==> config.mk <==
export PLATFORM = sky130hd
export DESIGN_NAME = ram_access_ctrl
export DESIGN_NICKNAME = d
export VERILOG_FILES = /design/src/rtl/ram_access_ctrl.sv
export SDC_FILE = /design/constraint.sdc
export NUM_CORES = 1
export LEC_CHECK = 0
export ABC_AREA = 1
export ABC_CLOCK_PERIOD_IN_PS = 3100
export BUFFER_PORTS_ARGS = -buffer_cell sky130_fd_sc_hd__clkbuf_2
export CAP_MARGIN = 20
export CORE_MARGIN = 2
export CORE_UTILIZATION = 57
export CTS_BUF_LIST = sky130_fd_sc_hd__clkbuf_2
export CTS_CLUSTER_SIZE = 14
export DETAILED_ROUTE_END_ITERATION = 16
export PLACE_DENSITY = 0.86
export SLEW_MARGIN = 20
export SYNTH_ARGS = -nofsm -noshare
export SYNTH_HDL_FRONTEND = slang
export SYNTH_SLANG_ARGS = --single-unit
==> constraint.sdc <==
create_clock -name clk -period 3.1 [get_ports clk]
set_clock_uncertainty 0.2 [all_clocks]
set_input_delay 0.465 -clock clk [delete_from_list [all_inputs] [get_ports clk]]
set_output_delay 0.465 -clock clk [all_outputs]
set_load 0.02 [all_outputs]
==> src/rtl/ram_access_ctrl.sv <==
// Load/store access controller in front of a dual-port data RAM with 1-cycle registered reads.
// Sub-word stores become read-modify-write; loads are lane-extracted and sign/zero-extended.
module ram_access_ctrl #(
  parameter int AW = 12
) (
  input  logic          clk,
  input  logic          rst,
  input  logic          req_valid_i,
  output logic          req_ready_o,
  input  logic          req_we_i,
  input  logic [1:0]    req_size_i,
  input  logic          req_unsigned_i,
  input  logic [AW+1:0] req_addr_i,
  input  logic [31:0]   req_wdata_i,
  output logic          rsp_valid_o,
  output logic [31:0]   rsp_rdata_o,
  output logic          rsp_err_o,
  output logic          ram_w_en_o,
  output logic [AW-1:0] ram_w_addr_o,
  output logic [31:0]   ram_w_data_o,
  output logic          ram_r_en_o,
  output logic [AW-1:0] ram_r_addr_o,
  input  logic [31:0]   ram_r_data_i
);

  typedef enum logic [1:0] {IDLE, LOAD, MERGE} state_t;

  localparam logic [1:0] SZ_BYTE = 2'b00;
  localparam logic [1:0] SZ_HALF = 2'b01;
  localparam logic [1:0] SZ_WORD = 2'b10;

  state_t        r_state;
  logic [AW-1:0] r_addr;
  logic [1:0]    r_off;
  logic [1:0]    r_size;
  logic          r_uns;
  logic [31:0]   r_wdata;
  logic          r_rsp_valid;
  logic [31:0]   r_rsp_rdata;
  logic          r_rsp_err;

  logic          w_accept;
  logic          w_err;
  logic          w_store_word;
  logic [4:0]    w_shamt;
  logic [31:0]   w_rd_shift;
  logic [31:0]   w_load_val;
  logic [31:0]   w_mask;
  logic [31:0]   w_merged;

  assign req_ready_o = (r_state == IDLE) && rst;
  assign w_accept    = req_valid_i && req_ready_o;

  assign w_err = (req_size_i == 2'b11) ||
                 ((req_size_i == SZ_HALF) && req_addr_i[0]) ||
                 ((req_size_i == SZ_WORD) && (req_addr_i[1:0] != 2'b00));

  assign w_store_word = req_we_i && (req_size_i == SZ_WORD);

  // Only aligned word stores write directly; everything else legal reads first.
  assign ram_r_en_o   = w_accept && !w_err && !w_store_word;
  assign ram_r_addr_o = req_addr_i[AW+1:2];
  assign ram_w_en_o   = rst && ((w_accept && !w_err && w_store_word) || (r_state == MERGE));
  assign ram_w_addr_o = (r_state == MERGE) ? r_addr : req_addr_i[AW+1:2];
  assign ram_w_data_o = (r_state == MERGE) ? w_merged : req_wdata_i;

  assign w_shamt    = {r_off, 3'b000};
  assign w_rd_shift = ram_r_data_i >> w_shamt;

  always_comb begin
    w_load_val = ram_r_data_i;
    w_mask     = 32'hFFFF_FFFF;
    case (r_size)
      SZ_BYTE: begin
        w_load_val = {{24{!r_uns && w_rd_shift[7]}}, w_rd_shift[7:0]};
        w_mask     = 32'h0000_00FF << w_shamt;
      end
      SZ_HALF: begin
        w_load_val = {{16{!r_uns && w_rd_shift[15]}}, w_rd_shift[15:0]};
        w_mask     = 32'h0000_FFFF << w_shamt;
      end
      default: ;
    endcase
  end

  assign w_merged = (ram_r_data_i & ~w_mask) | ((r_wdata << w_shamt) & w_mask);

  // Reset drops any in-flight LOAD/MERGE without a write or response.
  always_ff @(posedge clk or negedge rst) begin
    if (!rst) begin
      r_state     <= IDLE;
      r_addr      <= '0;
      r_off       <= '0;
      r_size      <= '0;
      r_uns       <= 1'b0;
      r_wdata     <= '0;
      r_rsp_valid <= 1'b0;
      r_rsp_rdata <= '0;
      r_rsp_err   <= 1'b0;
    end else begin
      r_rsp_valid <= 1'b0;
      r_rsp_rdata <= '0;
      r_rsp_err   <= 1'b0;
      case (r_state)
        IDLE: begin
          if (w_accept) begin
            r_addr  <= req_addr_i[AW+1:2];
            r_off   <= req_addr_i[1:0];
            r_size  <= req_size_i;
            r_uns   <= req_unsigned_i;
            r_wdata <= req_wdata_i;
            if (w_err) begin
              r_rsp_valid <= 1'b1;
              r_rsp_err   <= 1'b1;
            end else if (w_store_word) begin
              r_rsp_valid <= 1'b1;
            end else if (!req_we_i) begin
              r_state <= LOAD;
            end else begin
              r_state <= MERGE;
            end
          end
        end
        LOAD: begin
          r_rsp_valid <= 1'b1;
          r_rsp_rdata <= w_load_val;
          r_state     <= IDLE;
        end
        MERGE: begin
          r_rsp_valid <= 1'b1;
          r_state     <= IDLE;
        end
        default: r_state <= IDLE;
      endcase
    end
  end

  assign rsp_valid_o = r_rsp_valid;
  assign rsp_rdata_o = r_rsp_rdata;
  assign rsp_err_o   = r_rsp_err;

endmodule

* Word-level counts from Yosys, hierarchy flattened
Index checks and enable logic that the tools add are counted.
** Storage, ports and cells
- Flip-flop bits (word level) :: 85
- Bits of input ports :: 85
- Output and inout port bits :: 93
- Logic and storage cells :: 66
** Operators by class
- Bitwise logic cells :: 4
- Shifts and indexed selects :: 4
- Reduce and logical (&&, ||, !) cells :: 23
- Equality and inequality tests :: 9
- Mux-type cells :: 17
** Operator list (number)
- one-hot mux 32 bit (2 select lines) :: 2
- AND 32 bit :: 2
- 2-to-1 mux 32 bit :: 2
- inverter 32 bit :: 1
- OR 32 bit :: 1
- left shift 16 x 5 -> 32 bit, first input constant :: 1
- left shift 32 x 5 -> 32 bit :: 1
- left shift 8 x 5 -> 32 bit, first input constant :: 1
- >> shifter 32 x 5 -> 16 bit :: 1
- 2-to-1 mux 12 bit :: 1
- logical AND 1 bit :: 11
- 2-to-1 mux 2 bit :: 5
- == test 2 x 1 -> 1 bit, second input constant :: 3
- == test 2 bit, second input constant :: 3
- 2-to-1 mux 1 bit :: 6
- inequality test 2 bit, second input constant :: 3
- logical NOT 2 bit :: 2
- logical NOT 1 bit :: 3
- logical OR 1 bit :: 3
- AND reduction 3 bit :: 1
- one-hot mux 1 bit (2 select lines) :: 1
- AND reduction 2 bit :: 1
- nonzero test 2 bit :: 1
- OR reduction 2 bit :: 1

* Depth between registers and ports, before layout
- Depth after elaboration :: 9
- Mapped depth :: 11
- Depth with buffers taken out :: 9

* Worst setup path after synthesis
No wires, ideal clock.
- Kind :: flip-flop to output port
- Start :: reg r_state[0]
- End :: out ram_w_en_o
- Arrival time :: 1.660 ns
- Slack :: 0.775 ns
- Buffers on the path :: 0
- Required time :: 2.435 ns
- Cell stages (with the launch flop) :: 9
- Path through :: dfrtp_1 > inv_1 > ha_1 > nand2_1 > inv_1 > nand2_1 > nor2_1 > nand2_1 > a21boi_0
** On the way
- Longest elaborated chain between the ends :: 7
** Ends and longest elaborated chain
- start: declaration :: RTL line 32 : state_t r_state;
- start signal: assignment :: RTL line 91 : r_state <= IDLE;
- start signal: assignment :: RTL line 118 : r_state <= LOAD;
- start signal: assignment :: RTL line 120 : r_state <= MERGE;
- logical NOT 2 bit :: RTL line 51 : assign req_ready_o = (r_state == IDLE) && rst;
- logical AND 1 bit :: RTL line 51
- via req_ready_o :: RTL line 9 : output logic req_ready_o,
- logical AND 1 bit :: RTL line 52 : assign w_accept = req_valid_i && req_ready_o;
- logical AND 1 bit (2 in series) :: RTL line 63 : assign ram_w_en_o = rst && ((w_accept && !w_err && w_store_word) || (r_state == MERGE));
- logical OR 1 bit :: RTL line 63
- logical AND 1 bit :: RTL line 63
- end: declaration :: RTL line 18 : output logic ram_w_en_o,
The timed path passes the listed nets, and every way through them passes these cells.

* Worst setup path after layout
- Start :: reg r_off[0]
- End :: out ram_w_data_o[18]
** On the way
- Longest elaborated chain between the ends :: 6
** Ends and longest elaborated chain
- start: declaration :: RTL line 34 : logic [1:0] r_off;
- start signal: assignment :: RTL line 108 : r_off <= req_addr_i[1:0];
- left shift 16 x 5 -> 32 bit or left shift 8 x 5 -> 32 bit (tied branches) :: RTL line 80, 76
- one-hot mux 32 bit (2 select lines) :: RTL line 73 : case (r_size)
- inverter 32 bit :: RTL line 86 : assign w_merged = (ram_r_data_i & ~w_mask) | ((r_wdata << w_shamt) & w_mask);
- AND 32 bit :: RTL line 86
- OR 32 bit (*) :: RTL line 86
- 2-to-1 mux 32 bit (*) :: RTL line 65 : assign ram_w_data_o = (r_state == MERGE) ? w_merged : req_wdata_i;
- end: declaration :: RTL line 20 : output logic [31:0] ram_w_data_o,
Every way passes the cells marked *; elsewhere a longest branch is shown, timed or not.

==> results.md <==
Outcome:
- The run finished with clean final reports.

Worst setup path:
- The register-to-register setup slack is 1.00 ns.
- The required time at the worst-slack endpoint is 2.43 ns.
- Walking the worst path, the cells encountered are clkinv_2 > nor2_2 > buf_4 > nand2_1 > nand3_1 > nand2_1 > nand2_1 > nand2_1 > nand2_1 > clkbuf_2.
- The data arrival time of the critical path is 2.25 ns.
- The worst setup path is launched from a flip-flop.
- On the critical path, the stage with the largest delay is an instance of dfrtp_2.
- The setup path with the least slack is of type reg2out.
- The endpoint type of the worst setup path is an output pin.
- The delay of the slowest critical-path stage is approximately 0.48 ns.
- The critical-path maximum fanout is 20.
- The most repeated library cell on the critical path is nand2_1.

Clocking:
- The TritonCTS sink count is 85.
- The TritonCTS clock tree is yes.
- The maximum count of clock buffers along a single path is 2.
- In this run, CTS created clock tree buffers numbering 9.
- The CTS clock-pin slew for the worst setup and hold paths is 0.23 ns.
- The buffer type at the clock tree root is clkbuf_2.
- The insertion delay of the later-clocked pin in the worst-skew pair is 0.52 ns.
- The H-tree depth is 3.

Timing:
- The count of final max-slew check failures is 0.
- The timing-limited maximum frequency is 343 MHz.
- The minimum setup slack in the final design is between 0.15 and 0.2 ns.
- Subtracting the final worst setup slack from the clock period gives 2.91 ns.
- After layout, the worst path uses 94.0% of the clock period.
- The final-report setup violation count is 0.
- The slew at the pin closest to its max-slew limit is 0.628 ns.
- In this run the tightest slew margin relative to its limit is 58.1%.
- The final hold violation count was 0.
- Hold timing on the final database bottoms out at a slack of about 0.042 ns.

Layout:
- The number of inserted filler cells in the final layout is 737.
- The library cells used most frequently in the layout, excluding fill and tap cells, are nand2_1 (397), clkbuf_2 (187), dfrtp_1 (83), o21ai_0 (56), inv_1 (52).
- The final net count is 1117.
- The count of antenna diodes in the layout is 0.
- The post-route non-filler standard cell count is 1144.
- The fraction of final layout cells with drive strength greater than 1 is 25.2%.
- The area growth from synthesis to layout is 28.5%.
- The most common cell after layout, fill and taps aside is nand2_1.

Placed design:
- The count of input and output buffers is 177.
- Routability-driven placement finished with a final weighted congestion of 0.995.
- Detailed placement finished with a half-perimeter wire length of 11700 um.
- The count of placed standard cells including taps is 1071.
- The post-placement setup slack is 0.504 ns.

Synthesis:
- The fraction of registers with async set or reset after synthesis is 100%.
- In this run, distinct cell masters in the synthesized netlist total 30.
- In this run, synthesis produced a sequential element count of 85.
- The main flop type after synthesis is dfrtp_1.
- After synthesis, the cell types taking the most area are dfrtp_1 (40%), nand2_1 (28%), o21ai_0 (5.2%).
- The sequential fraction of the synthesis area is 39.7%.
- The mapped netlist covers 5360 um2.
- The number of nets handed over by synthesis was between 900 and 1000.
- The per-instance average area after synthesis is 6.52 um2.
- During synthesis, Yosys emitted a total of 0 warnings.
- The number of enable flip-flop cells after synthesis is 0.
- Synthesis produced 822 cells.
- The synthesized design devotes to its leading area cell type 39.7% of total area.
- The library cell occupying the most area in the post-synthesis netlist is dfrtp_1.

Floorplanning:
- The initial core utilization is slightly below 60%.
- The count of standard-cell rows is 35.
- From bottom edge to top edge, the die measures roughly 100 um.
- The horizontal die dimension is 101 um.
- The core region is 9200 um2.
- The boundary pin count is 178.
- The die covers about 10000 um2.

Detailed routing:
- The detail-routed net length per standard cell is ~15 um.
- The routed layout has 6147 vias.
- The detailed router finished its first iteration with 714 violations.
- The number of search-and-repair iterations in the first detailed-routing pass is 5.
- The count of nets left with antenna violations once routing finished came out at 0.
- The number of vias per cell is 5.37.
- Summed over all nets, wire length on met2 after detailed routing comes to about 8000 um.
- The wire length on met1 is 7070 um.
- Wires add up to 17600 um.
- The topmost layer with routed signal wires is met4.
- The post-detailed-route DRC marker count is 0.
- In the detailed route, the total length drawn on met3 is 2000 um.

Pwr:
- The peak supply drop is 0.488 mV.
- The analysis attributes to cell leakage a power of 4.08 nW.
- For this design the ratio of total power to cell area is 926 nW/um2.
- The design draws 0.00638 W.

Flow run:
- The max-capacitance violation count is 0.

Global route:
- The first global-routing pass estimated 27400 um of wire.
- The maximum number of pins on one net before global-route repair is 66.
- The initial antenna violation count is 0.
- The via count of the first global-routing pass is 5392.
- The total track usage is 34.4%.
- For this run the aggregate overflow at the end of global routing stands at 0.

Hold path:
- The class of the tightest hold or removal check is in2reg.
==> timing repair <==
item / in CTS / in global routing
hold buffers: 49 / 1
buffers inserted: 0 / 7
resized for setup: 2 / 4
endpoints found under the hold margin: 85 / 1
endpoints found under the setup margin: 8 / 17
==> power breakdown <==
part           internal (W)  leakage (nW)  total, W  switching [W]
Sequential          0.00153          1.10   0.00188       0.000349
Clock              0.000194        0.0686  0.000575       0.000381
Combinational       0.00127          2.91   0.00392        0.00265
Total               0.00300          4.08   0.00638        0.00338
==> logic make-up after synthesis <==
kind of cell | count (synthesis) | synth area share (%)
and+or+nand+nor | 510 | 39.0
buffers and inverters | 126 | 10.9
AOI/OAI and AO/OA | 97 | 9.55
DFF | 85 | 39.7
adders and majority gates | 4 | 0.934
==> sequential cells by signal, indices dropped and copies added, names as in the netlist <==
register and cells:
rsp_err_o 1, rsp_valid_o 1, r_addr 12, r_state 2
rsp_rdata_o 32, r_wdata 32, r_uns 1, r_off 2
r_size 2
==> metal layers <==
layer / vias to the layer above / global-route usage (%)
met5: - / 0
met4: 0 / 10.2
met3: 45 / 6.45
met2: 412 / 53.7
met1: 2756 / 49.0
li1: 2934 / -
==> cell type report <==
| type | instances | area [um2] | area share [%] |
|---|---|---|---|
| Timing Repair Buffer | 251 | 1590 | 23.0 |
| Multi-Input combinational cell | 611 | 2660 | 38.6 |
| Clock inverter | 5 | 58.8 | 0.854 |
| Inverter | 70 | 264 | 3.83 |
| Sequential cell | 85 | 2130 | 30.9 |
| Tap cell | 111 | 139 | 2.02 |
| Clock buffer | 11 | 55.1 | 0.799 |
==> final timing paths <==
check / startpoint / end / cells past startpoint
max in group asynchronous: rst / r_wdata[11] / 4
min in group asynchronous: rst / r_addr[9] / 3
hold reg to reg: r_wdata[24] / r_wdata[24] / 2
setup reg to reg: r_state[0] / rsp_valid_o / 9
setup / recovery: r_off[0] / ram_w_data_o[18] / 10
hold / removal: req_addr_i[0] / r_off[0] / 3
==> metrics by stage <==
step / area, um2 / TNS (ns) / util [%]
floorplan: 5360 / 0 / -
global placement: 6210 / 0 / 67.5
detailed placement: 6210 / 0 / 67.5
CTS: 6820 / 0 / 74.1
global route: 6890 / -0.0152 / 74.9
finish: 6890 / 0 / 74.9
==> synth_stat cells, drive strengths merged (3+ instances only) <==
| library cell | instances |
|---|---|
| a22oi | 8 |
| o21ai | 60 |
| nand2 | 414 |
| nand4 | 4 |
| dfrtp | 85 |
| inv | 67 |
| nor2 | 44 |
| buf | 35 |
| clkinv | 3 |
| nand3 | 45 |
| ha | 4 |
| a21oi | 28 |
| clkbuf | 21 |
==> worst max-delay path, delay by kind of cell (launching register included) <==
kind                   cells  cell delay [ns]
and+or+nand+nor            7             0.60
buffers and inverters      3             0.65
DFF                        1             0.48
(Power assumes the default switching activity.)
